===== src/rtl/ps2_host_tx_pkg.sv =====
// ps2_host_tx_pkg: shared PS/2 state encodings, command bytes and default timing
package ps2_host_tx_pkg;
  typedef enum logic [2:0] {
    ST_IDLE,
    ST_INHIBIT,
    ST_REQ,
    ST_DATA,
    ST_PARITY,
    ST_STOP,
    ST_ACK,
    ST_WAIT_IDLE
  } state_e;
  localparam logic [7:0] PS2_CMD_SET_LED = 8'hED;
  localparam logic [7:0] PS2_CMD_ENABLE  = 8'hF4;
  localparam logic [7:0] PS2_CMD_RESET   = 8'hFF;
  localparam logic [7:0] PS2_RSP_ACK     = 8'hFA;
  localparam int DEF_INHIBIT_CYCLES      = 6000;
  localparam int DEF_EDGE_TIMEOUT_CYCLES = 750000;
  localparam int DEF_FILTER_LEN          = 8;
endpackage


===== src/rtl/ps2_line_filter.sv =====
// ps2_line_filter: synchronize a raw PS/2 pad, debounce it and flag falling edges
module ps2_line_filter import ps2_host_tx_pkg::*; #(
  parameter int FILTER_LEN = DEF_FILTER_LEN
) (
  input  logic clk,
  input  logic reset,
  input  logic line_i,
  output logic filt_o,
  output logic fe_o
);
  localparam int CW = $clog2(FILTER_LEN + 1);
  logic [1:0]    sync_q;
  logic [CW-1:0] cnt_q;
  logic          filt_q;
  logic          fe_q;
  // filtered value flips after FILTER_LEN consecutive differing samples; fe pulses with the 1->0 flip
  always_ff @(posedge clk) begin
    if (reset) begin
      sync_q <= 2'b11;
      cnt_q  <= '0;
      filt_q <= 1'b1;
      fe_q   <= 1'b0;
    end else begin
      sync_q <= {sync_q[0], line_i};
      fe_q   <= 1'b0;
      if (sync_q[1] == filt_q) begin
        cnt_q <= '0;
      end else if (cnt_q == CW'(FILTER_LEN - 1)) begin
        filt_q <= sync_q[1];
        cnt_q  <= '0;
        fe_q   <= filt_q;
      end else begin
        cnt_q <= cnt_q + CW'(1);
      end
    end
  end
  assign filt_o = filt_q;
  assign fe_o   = fe_q;
endmodule


===== src/rtl/ps2_host_tx.sv =====
// ps2_host_tx: host-to-device PS/2 command transmitter driving open-drain clock/data pulls
module ps2_host_tx import ps2_host_tx_pkg::*; #(
  parameter int INHIBIT_CYCLES      = DEF_INHIBIT_CYCLES,
  parameter int EDGE_TIMEOUT_CYCLES = DEF_EDGE_TIMEOUT_CYCLES,
  parameter int FILTER_LEN          = DEF_FILTER_LEN
) (
  input  logic       clk,
  input  logic       reset,
  input  logic [7:0] tx_data,
  input  logic       tx_valid,
  output logic       tx_ready,
  input  logic       kclk_in,
  input  logic       kdata_in,
  output logic       kclk_drive_low,
  output logic       kdata_drive_low,
  output logic       busy,
  output logic       done,
  output logic       ack_ok,
  output logic       err_timeout
);
  localparam int CNT_MAX = (EDGE_TIMEOUT_CYCLES > INHIBIT_CYCLES) ? EDGE_TIMEOUT_CYCLES : INHIBIT_CYCLES;
  localparam int CW = $clog2(CNT_MAX + 1);
  state_e        state_q, state_d;
  logic [CW-1:0] cnt_q, cnt_d;
  logic [3:0]    bit_q, bit_d;
  logic [8:0]    sh_q, sh_d;
  logic          kclk_q, kclk_d, kdata_q, kdata_d;
  logic          done_q, done_d, ack_q, ack_d, err_q, err_d;
  logic          kclk_f, kclk_fe, kdata_f, kdata_fe_unused;
  logic          in_frame, wd_hit;
  ps2_line_filter #(.FILTER_LEN(FILTER_LEN)) u_kclk (
    .clk(clk), .reset(reset), .line_i(kclk_in), .filt_o(kclk_f), .fe_o(kclk_fe)
  );
  ps2_line_filter #(.FILTER_LEN(FILTER_LEN)) u_kdata (
    .clk(clk), .reset(reset), .line_i(kdata_in), .filt_o(kdata_f), .fe_o(kdata_fe_unused)
  );
  assign in_frame = state_q inside {ST_REQ, ST_DATA, ST_PARITY, ST_STOP};
  assign wd_hit   = cnt_q == CW'(EDGE_TIMEOUT_CYCLES - 1);
  // next state: frame sequencing on filtered falling edges, with the edge watchdog overriding everything
  always_comb begin
    state_d = state_q;
    cnt_d   = cnt_q;
    bit_d   = bit_q;
    sh_d    = sh_q;
    kclk_d  = kclk_q;
    kdata_d = kdata_q;
    ack_d   = ack_q;
    done_d  = 1'b0;
    err_d   = 1'b0;
    case (state_q)
      ST_IDLE: begin
        bit_d = '0;
        if (tx_valid && tx_ready) begin
          state_d = ST_INHIBIT;
          sh_d    = {~^tx_data, tx_data};
          cnt_d   = '0;
          kclk_d  = 1'b1;
        end
      end
      ST_INHIBIT: begin
        cnt_d = cnt_q + CW'(1);
        if (cnt_q == CW'(INHIBIT_CYCLES - 1)) begin
          state_d = ST_REQ;
          cnt_d   = '0;
          kclk_d  = 1'b0;
          kdata_d = 1'b1;
        end
      end
      default: begin
        cnt_d = kclk_fe ? '0 : cnt_q + CW'(1);
        bit_d = (kclk_fe && in_frame) ? bit_q + 4'd1 : bit_q;
        case (state_q)
          ST_REQ, ST_DATA: if (kclk_fe) begin
            kdata_d = ~sh_q[bit_q];
            state_d = (bit_q == 4'd8) ? ST_PARITY : ST_DATA;
          end
          ST_PARITY: if (kclk_fe) begin
            kdata_d = 1'b0;
            state_d = ST_STOP;
          end
          ST_STOP: if (kclk_fe) begin
            ack_d   = ~kdata_f;
            state_d = ST_ACK;
          end
          ST_ACK: state_d = kclk_f ? ST_WAIT_IDLE : ST_ACK;
          default: if (kclk_f && kdata_f) begin
            done_d  = 1'b1;
            state_d = ST_IDLE;
          end
        endcase
        if (!kclk_fe && wd_hit) begin
          state_d = ST_IDLE;
          kclk_d  = 1'b0;
          kdata_d = 1'b0;
          done_d  = 1'b0;
          err_d   = 1'b1;
        end
      end
    endcase
  end
  // state and registered line/status outputs
  always_ff @(posedge clk) begin
    if (reset) begin
      state_q <= ST_IDLE;
      cnt_q   <= '0;
      bit_q   <= '0;
      sh_q    <= '0;
      kclk_q  <= 1'b0;
      kdata_q <= 1'b0;
      ack_q   <= 1'b0;
      done_q  <= 1'b0;
      err_q   <= 1'b0;
    end else begin
      state_q <= state_d;
      cnt_q   <= cnt_d;
      bit_q   <= bit_d;
      sh_q    <= sh_d;
      kclk_q  <= kclk_d;
      kdata_q <= kdata_d;
      ack_q   <= ack_d;
      done_q  <= done_d;
      err_q   <= err_d;
    end
  end
  assign kclk_drive_low  = kclk_q;
  assign kdata_drive_low = kdata_q;
  assign done            = done_q;
  assign err_timeout     = err_q;
  assign ack_ok          = done_q & ack_q;
  assign busy            = state_q != ST_IDLE;
  assign tx_ready        = (state_q == ST_IDLE) & ~done_q & ~err_q;
endmodule


===== config.mk =====
export PLATFORM = sky130hd
export DESIGN_NAME = ps2_host_tx
export DESIGN_NICKNAME = d
export VERILOG_FILES = /design/src/rtl/ps2_host_tx_pkg.sv /design/src/rtl/ps2_line_filter.sv /design/src/rtl/ps2_host_tx.sv
export SDC_FILE = /design/constraint.sdc
export NUM_CORES = 1
export LEC_CHECK = 0
export BUFFER_PORTS_ARGS = -buffer_cell sky130_fd_sc_hd__buf_2
export CAP_MARGIN = 25
export CORE_ASPECT_RATIO = 1.1
export CORE_UTILIZATION = 55
export DETAILED_ROUTE_END_ITERATION = 7
export GPL_TIMING_DRIVEN = 0
export PLACE_DENSITY = 0.79
export SKIP_LAST_GASP = 1
export SLEW_MARGIN = 40
export SYNTH_ARGS = -nofsm -noshare
export SYNTH_HDL_FRONTEND = slang
export SYNTH_SLANG_ARGS = --single-unit

===== constraint.sdc =====
create_clock -name clk -period 4.01 [get_ports clk]
set_clock_uncertainty 0.15 [all_clocks]
set_input_delay 0 -clock clk [delete_from_list [all_inputs] [get_ports clk]]
set_output_delay 0 -clock clk [all_outputs]
set_load 0.05 [all_outputs]

# Yosys cells after proc, flatten, opt, wreduce, memory -nomap -nowiden
# Cells that the tools add are included.
[op_classes] addsub=4 mux=31 magnitude_cmp=1 reduce_logical=28 n_eq_ne=20 bitwise=13
[op_table] operator="20-bit 2-to-1 mux" count=3
[op_table] operator="20-bit one-hot mux with 2 select lines" count=1
[op_table] operator="3-bit 2-to-1 mux" count=8
[op_table] operator="20-bit by 1-bit adder with 20-bit output, second input constant" count=1
[op_table] operator="20-bit by 13-bit == test with 1-bit output, second input constant" count=1
[op_table] operator="20-bit == test, second input constant" count=1
[op_table] operator="4-bit by 1-bit adder with 4-bit output, second input constant" count=3
[op_table] operator="3-bit one-hot mux with 4 select lines" count=1
[op_table] operator="3-bit OR reduction" count=4
[op_table] operator="1-bit 2-to-1 mux" count=11
[op_table] operator="5-bit by 1-bit != test with 1-bit output, second input constant" count=2
[op_table] operator="1-bit inverter" count=10
[op_table] operator="3-bit == test, second input constant" count=3
[op_table] operator="9-bit OR reduction" count=1
[op_table] operator="4-bit by 3-bit == test with 1-bit output, second input constant" count=2
[op_table] operator="4-bit one-hot mux with 2 select lines" count=1
[op_table] operator="2-bit AND reduction" count=4
[op_table] operator="4-bit nonzero test" count=2
[op_table] operator="8-bit nonzero test" count=1
[op_table] operator="8-bit XNOR reduction" count=1
[op_table] operator="3-bit by 2-bit == test with 1-bit output, second input constant" count=2
[op_table] operator="1-bit one-hot mux with 2 select lines" count=3
[op_table] operator="3-bit one-hot mux with 2 select lines" count=1
[op_table] operator="3-bit AND reduction" count=2
[op_table] operator="other kinds (19)" count=28
[totals] reg_bits=56 out_inout_bits=7 in_bits=13

# Longest topological paths before layout
# Gate-level depths: netlist of run 1.
[logic_depth] depth_word=7 ltp_mapped=7 depth_no_buf=7

# Modules after synthesis
# A second synthesis of run 1 with hierarchy kept.
[hier_totals] hier_cells=318 area_unflattened_um2=2894.0
[by_module_without_submodules] mod="ps2_host_tx" instances=1 area_per_inst_um2=2293.4 seq_area_each_um2=820.8 cells_each=266
[by_module_without_submodules] mod="ps2_line_filter" instances=2 area_per_inst_um2=300.3 seq_area_each_um2=160.2 cells_each=26

# Worst setup path after synthesis of run 1
# OpenSTA, ideal clock, no wires.
[synth_timing] path_kind="register to output" startpoint="reg state_q[0]" endpoint="out tx_ready" arrival_time_ns=2.150 slack_ns=1.710 stages_incl_launch_ff=5 t_required_ns=3.860 path_buffers=1 cell_sequence="dfxtp_1 -> buf_2 -> nor3_4 -> inv_1 -> nor3_1"
[synth_between] elab_chain_cells=3
[synth_lines] item="start, declared" line_no="ps2_host_tx.sv:23" source="state_e state_q, state_d;"
[synth_lines] item="start signal, assigned" line_no="ps2_host_tx.sv:114" source="state_q <= state_d;"
[synth_lines] item="3-bit zero test" line_no="ps2_host_tx.sv:131" source="assign tx_ready = (state_q == ST_IDLE) & ~done_q & ~err_q;"
[synth_lines] item="1-bit AND (2 in series)" line_no="ps2_host_tx.sv:131"
[synth_lines] item="end, declared" line_no="ps2_host_tx.sv:11" source="output logic tx_ready,"
# No other way between the ends.

# Final worst setup path of run 1
[layout_timing] startpoint="reg cnt_q[0]" endpoint="reg cnt_q[4]"
[layout_between] elab_chain_cells=3 word_cells_on_any_way=5 cone_classes="add/sub (1); eq/ne (1); mux (3)"
[layout_lines] item="start, declared" line_no="ps2_host_tx.sv:24" source="logic [CW-1:0] cnt_q, cnt_d;"
[layout_lines] item="start signal, assigned" line_no="ps2_host_tx.sv:115" source="cnt_q <= cnt_d;"
[layout_lines] item="20-bit by 1-bit adder with 20-bit output / 20-bit by 13-bit == test with 1-bit output (equally long branches)" line_no="ps2_host_tx.sv:61, ps2_host_tx.sv:70, ps2_host_tx.sv:62"
[layout_lines] item="20-bit 2-to-1 mux, on equally long branches" line_no="ps2_host_tx.sv:70, ps2_host_tx.sv:62"
[layout_lines] item="20-bit one-hot mux with 2 select lines (*)" line_no="ps2_host_tx.sv:50" source="case (state_q)"
# Mark *: on every way between the ends. The rest lies on a longest branch, timed or not.
# A chain may end at the register's enable or synchronous reset.

==> summary.md, run 1 <==
| Metric | Value |
|---|---|
| Outcome | complete, no violations |
| Hold Crit Start | kdata_in |
| Routability Congestion | 0.867 |
| Number of detailed-route iterations in the first pass | 5 |
| Cell variety after synth | 52 |
| Post-Syn Nets | 316 |
| Post-synth top cells | dfxtp_1, nor2_1, nand2_1 |
| RR Endpoint | cnt_q[4] |
| Synthesized area | 2710 um^2 |
| Crit path max fanout | 10 |
| Final-report hold violation count | 0 |
| Synth Instances | 298 |
| Clock tree buffer depth | 2 |
| Cell breakdown of the critical path | ha_1 -> and3_1 -> nand2_1 -> o31a_1 -> o31ai_4 -> buf_6 -> nor2_1 |
| Top cell type by total area after synthesis | dfxtp_1 |
| Yosys reg bits | 56 |
| Critical path's slowest cell | o31ai_4 |
| CP top delay family | compound AO/OA/AOI/OAI gates |
| Std-Cell Rows | 26 |
| CP endpoint kind | flip-flop |
| Sum Neg Setup Slack | 0 ns |
| Final core occ | 65.7% |
| Routed wire length | 5340 um |
| Avg Inst Size Synth | 9.08 um^2 |
| Hold-critical path depth | 3 |
| Critical path type | reg2reg |
| Vias in the first global route | 1,980 |
| RSZ-0062 raised after global routing | no |
| DR DRC count | 0 |
| I/O Pins | 20 |
| I/O Buffers | 19 |
| CTS tree | built |
| Post-route ant nets | 0 |
| FMAX | 425 MHz |
| CTS root buffer | clkbuf_8 |
| Die area | 5210 um^2 |
| Share of post-route cells with drive strength above 1 | 12.8% |
| Fin. max-slew vios | 0 |
| Tightest Hold Check Type | in2reg |
| Most frequent cell after synthesis | dfxtp_1 |
| Setup violators final | 0 |
| HPWL after DPL | 3760 um |
| Synth top area share | 41.4% |
| Largest net degree at the start of global routing | 16 |
| Post CTS Setup Buffer Count | 0 |
| Post-synthesis sequential area ratio | 41.4% |
| First-pass GRT wire length | 8690 um |
| Core footprint | 4680 um^2 |
| Die H | 75.6 um |
| Highest metal used | met4 |
| Skew-Pair Late Insertion Delay | 0.31 ns |
| Worst setup SP type | flip-flop |
| Number of enable flip-flop cells after synthesis | 0 |
| Post-synthesis async set-or-reset flop share | 0% |
| Grt ovf | 0 |
| Total Nets Final | 353 |
| Reg2reg start | cnt_q[0] |
| Metal-1 WL | 2520 um |
| Tmin final | 2.35 ns |
| Die span in x | 68.9 um |
| CTS Sinks | 56 |
| Area grow syn2layout | 13.7% |
| Max Cap Viol | 0 |
| WL met3 | 230 um |
| Initial antenna violation count | 0 |
| Synth Flop Type | dfxtp_1 |
| DR WL/cell | 13.7 um |
| CTS H-tree depth | 2 |
| Tot GR Track Use | 22.5% |
| Area contributors post-synth | dfxtp_1, nor2_1, xnor2_1, mux2i_1, xor2_1 |
| Worst EP arrival | 2.41 ns |
| Initial drt markers | 98 |
| R2R setup slack | 1.66 ns |
| Routed vias/inst | 5.69 |
| Synth warn | 0 |
| Number of diodes | 0 |
| Crit path largest cell delay | 0.48 ns |
| Reg2reg path depth | 7 |
| Initial core utilization | 57.8% |
| CP bufs+invs | 1 |
| Power per Cell Area | 450 nW/um^2 |
| LEAKAGE | 1.16 nW |
| Tcrit/Tclk final | 58.7% |
| Via count | 2,225 |
| Hold EP | u_kdata.sync_q[0] |
| Worst slew pin tran | 0.549 ns |
| Req. time, crit path | 4.06 ns |
| Slew headroom | 63.4% |
| Reg clk slew, reported paths | 0.09 ns |
| CTS buffer count | 5 |
| Max rail drop VDD | 298 uV |
| Met2 WL | 2490 um |
worst max path at each step:
stage                    start         to  slack (ns)  cells after the start
floorplan           state_q[0]   tx_ready        1.71                      4
global placement      cnt_q[0]  cnt_q[11]        1.74                      7
detailed placement    cnt_q[0]   cnt_q[4]        1.69                      7
CTS                   cnt_q[0]   cnt_q[4]        1.68                      7
global route          cnt_q[0]   cnt_q[4]        1.50                      7
finish                cnt_q[0]   cnt_q[4]        1.66                      7
tightest hold or removal path, cell delays in order:
cell	delay (ns)
dlygate4sd3_1	0.52
buf_2	0.09
or2_2	0.08
power by group:
group          switching, W  internal, W
clock network      0.000168     0.000154
registers         0.0000296     0.000595
logic              0.000285     0.000152
metal layers:
layer  vias up  GRT usage [%]
met5         -              0
met4         0           9.52
met3        10           5.39
met2        66           36.6
met1      1033           28.2
li1       1116              -
metrics by stage:
step | cells | hold slack [ns] | total power [W] | cell area [um^2] | worst slack, ns
final | 391 | 0.257 | 0.00138 | 3080 | 1.66
after global routing | 391 | 0.275 | 0.00147 | 3080 | 1.50
after CTS | 391 | 0.255 | 0.00139 | 3080 | 1.68
after detailed placement | 373 | 0.0339 | 0.00106 | 2870 | 1.69
after global placement | 373 | 0.0334 | 0.00105 | 2870 | 1.74
after floorplan | 298 | -0.0462 | 0.000965 | 2710 | 1.71
layout by cell type, fill, tap and decap left out, drive strengths merged, types with 2 or more instances in the layout:
| master | instances |
|---|---|
| a211oi | 4 |
| a21oi | 9 |
| a22oi | 2 |
| a31oi | 2 |
| and2 | 5 |
| and3 | 5 |
| and3b | 2 |
| and4 | 2 |
| buf | 22 |
| clkbuf | 13 |
| dfxtp | 56 |
| dlygate4sd3 | 11 |
| ha | 5 |
| inv | 10 |
| mux2i | 12 |
| mux4 | 2 |
| nand2 | 21 |
| nand2b | 2 |
| nand3 | 9 |
| nand4 | 8 |
| nor2 | 48 |
| nor2b | 3 |
| nor3 | 14 |
| nor3b | 3 |
| nor4 | 2 |
| nor4b | 3 |
| o2111ai | 2 |
| o21ai | 4 |
| o31ai | 3 |
| or2 | 4 |
| xnor2 | 20 |
| xor2 | 13 |
state kept, by name, summed over array words and instances, names as in the netlist, 2 cells and up:
name and count:
u_kclk.sync_q 2, bit_q 4, cnt_q 20, state_q 3, u_kdata.sync_q 2, u_kclk.cnt_q 4, sh_q 9, u_kdata.cnt_q 4
kinds of logic after synthesis:
group,Yosys count,share of synthesized area [%]
muxes,14,6.10
and+or+nand+nor,135,26.3
adders and majority gates,5,2.31
buffers and inverters,19,3.24
xor gates and xnor gates,33,10.7
AOI/OAI and AO/OA,36,9.99
DFF,56,41.4
timing repair:
item / 4_1_cts / 5_1_grt
hold buffers: 11 / 0
hold endpoints to repair: 25 / 0
gates resized for setup: 0 / 0
endpoints found under the setup margin: 0 / 0
area by class of cell:
cell class	instances	area [um^2]
Fill cell	404	1610
Buffer	9	50.0
Multi-Input combinational cell	223	1500
Sequential cell	56	1120
Inverter	10	37.5
Timing Repair Buffer	30	205
Clock buffer	7	96.3
Tap cell	56	70.1
(Power assumes the default switching activity.)
==> run 2: changes to the inputs <==
--- a/config.mk
+++ b/config.mk
@@ -8,10 +8,10 @@
 export BUFFER_PORTS_ARGS = -buffer_cell sky130_fd_sc_hd__buf_2
 export CAP_MARGIN = 25
 export CORE_ASPECT_RATIO = 1.1
-export CORE_UTILIZATION = 55
+export CORE_UTILIZATION = 54
 export DETAILED_ROUTE_END_ITERATION = 7
 export GPL_TIMING_DRIVEN = 0
-export PLACE_DENSITY = 0.79
+export PLACE_DENSITY = 0.81
 export SKIP_LAST_GASP = 1
 export SLEW_MARGIN = 40
 export SYNTH_ARGS = -nofsm -noshare
==> constraint.sdc (replaced) <==
create_clock -name clk -period 1.9 [get_ports clk]
set_clock_uncertainty 0.15 [all_clocks]
set_input_delay 0 -clock clk [delete_from_list [all_inputs] [get_ports clk]]
set_output_delay 0 -clock clk [all_outputs]
set_load 0.05 [all_outputs]
==> run 2 against run 1 <==
The run now ends with negative setup slack left. Sequential share of layout area fell by 2.8 points. Utilization up 6.7 points. Non-clock buffer count increased by 17. Clock-buffer cell count is 2 lower. Critical path depth shrank 2. Final area is 11% higher. Die area grew 1.8%. Global-route usage up 1.7 points. Sequential cell count unchanged. Sequential power increased by 110%. Worst setup slack worse by 1.7 ns. Total power grew 140%. Critical endpoint is now state_q[0].
==> summary.md, run 2 (synthesized netlist as in run 1, its figures left out) <==
| Metric | Value |
|---|---|
| Outcome | finished with violations |
| Failing checks | negative setup slack |
| GR peak layer | met2 |
| Routability Congestion | 0.850 |
| Seq. cell area | 1150 um^2 |
| Tot GR Track Use | 24.2% |
| Core footprint | 4720 um^2 |
| Clock tree buffer depth | 2 |
| Fill cells | 322 |
| Final worst setup slack | -0.0510 ns |
| Crit path max fanout | 5 |
| Max rail drop VDD | 571 uV |
| Number of diodes | 0 |
| Worst EP arrival | 2.04 ns |
| DR DRC count | 0 |
| Worst slew pin tran | 0.545 ns |
| Die area | 5300 um^2 |
| Max Cap Viol | 0 |
| Skew-Pair Late Insertion Delay | 0.32 ns |
| Routed vias/inst | 5.79 |
| Reg2reg path depth | 5 |
| CTS Sinks | 56 |
| Area grow syn2layout | 26.1% |
| Final-report hold violation count | 0 |
| Initial drt markers | 169 |
| Crit path largest cell delay | 0.54 ns |
| M3 GR Usage | 4.76% |
| Critical path's slowest cell | or4b_4 |
| Hold EP | kclk_drive_low |
| Met2 GRT Util | 41.2% |
| CTS tree | built |
| Via count | 2,370 |
| Worst setup SP type | flip-flop |
| Cell breakdown of the critical path | or4b_4 -> nor3_4 -> a21bo_2 -> a31oi_1 -> a311oi_2 |
| I/O Pins | 20 |
| Grt ovf | 0 |
| Total Nets Final | 370 |
| Max reg flops | 20 |
| Die H | 76.3 um |
| Routed wire length | 6350 um |
| Setup violators final | 22 |
| Initial core utilization | 57.4% |
| Largest net degree at the start of global routing | 19 |
| CTS buffer count | 5 |
| Vias in the first global route | 2,355 |
| Share of post-route cells with drive strength above 1 | 29.5% |
| Multi-input logic area | 1640 um^2 |
| CTS H-tree depth | 2 |
| Tmin final | 1.95 ns |
| Tcrit/Tclk final | 103% |
| CTS root buffer | clkbuf_8 |
| RR Endpoint | state_q[0] |
| Largest regs | cnt_q x20, sh_q x9 |
| HPWL after DPL | 3710 um |
| Most common cell after layout, fill and taps aside | dfxtp_1 |
| Final Hold Slack | 0.222 ns |
| Die span in x | 69.5 um |
| First-pass GRT wire length | 10,400 um |
| RSZ-0062 raised after global routing | yes |
| Std-Cell Rows | 26 |
| Post-route ant nets | 0 |
| Initial antenna violation count | 0 |
| Placement Setup Slack | -0.328 ns |
| Fin. max-slew vios | 0 |
| R2R setup slack | -0.05 ns |
| Number of detailed-route iterations in the first pass | 5 |
| Met1 Use GR | 29.3% |
| Largest reg by FF count | cnt_q |
| Req. time, crit path | 1.99 ns |
| FMAX | 513 MHz |
| Most frequent cells in the layout | dfxtp_1, nor2_1, buf_2, xnor2_1, nand2_1 |
| CP top delay family | simple AND/OR/NAND/NOR gates |
| Power per Cell Area | 970 nW/um^2 |
| Reg clk slew, reported paths | 0.11 ns |
| Slew headroom | 63.7% |
| Tightest Hold Check Type | in2reg |
| Critical path type | reg2reg |
| DR WL/cell | 15.5 um |
| Hold-critical path depth | 4 |
| CP endpoint kind | flip-flop |
| LEAKAGE | 1.31 nW |
| Hold Crit Start | tx_valid |
| Reg2reg start | cnt_q[9] |
| I/O Buffers | 19 |
| CP bufs+invs | 0 |
==> run 2: cell types whose count changed in the layout (fill, tap and decap cells not counted), sizes merged <==
| cell | change |
|---|---|
| buf | +18 |
| clkbuf | -3 |
| inv | +1 |
| clkinvlp | +1 |
| bufinv | +1 |
==> run 2: worst max-delay path by stage <==
| stage | from | end | cells past startpoint |
|---|---|---|---|
| final | cnt_q[9] | state_q[0] | 5 |
| after global routing | cnt_q[16] | state_q[0] | 6 |
| after CTS | cnt_q[9] | kdata_drive_low | 5 |
| after detailed placement | cnt_q[0] | cnt_q[3] | 7 |
| after global placement | cnt_q[0] | cnt_q[3] | 7 |
| after floorplan | state_q[0] | cnt_q[12] | 7 |
==> run 2: tightest hold or removal path, stage by stage <==
cell     delay [ns]
buf_2          0.10
nor3b_4        0.18
nand2_2        0.25
a21oi_1        0.11
==> run 2: what timing repair did <==
action | in CTS | in global routing
setup buffers | 16 | 3
pin swaps | 21 | 9
hold endpoints to repair | 17 | 0
endpoints found under the setup margin | 24 | 30
hold buffers | 11 | 0
resized for setup | 33 | 22
gates cloned | 1 | 0
==> run 2: area by class of cell <==
type	count	share of cell area, %
multi-input cells	223	48.0
clock buffers	5	2.02
flip-flops and latches	56	33.7
repair buffers	49	10.6
well taps	56	2.05
inverters	10	1.10
clock inverters	3	1.36
plain buffers	7	1.21
==> run 2: stage by stage <==
| stage | instances | power (W) | area [um^2] | util, % | setup TNS, ns |
|---|---|---|---|---|---|
| final | 409 | 0.00331 | 3410 | 72.4 | -0.585 |
| after global routing | 409 | 0.00347 | 3410 | 72.4 | -2.45 |
| after CTS | 408 | 0.00321 | 3310 | 70.2 | -0.315 |
| after detailed placement | 373 | 0.00223 | 2890 | 61.2 | -5.04 |
| after global placement | 373 | 0.00221 | 2890 | 61.2 | -4.65 |
| after floorplan | 298 | 0.00204 | 2720 | - | -1.80 |
==> run 2: metal layers <==
layer  part of all wire [%]  routed length (um)
met2                     50                3150
met4                    2.2                 142
met5                      0                   0
met1                     43                2740
met3                    4.9                 314
==> run 2: where the power goes <==
part	total [W]	switching [W]	internal (W)
combinational	0.00120	0.000717	0.000478
clock	0.000797	0.000400	0.000397
sequential	0.00132	0.0000649	0.00125
total	0.00331	0.00118	0.00213
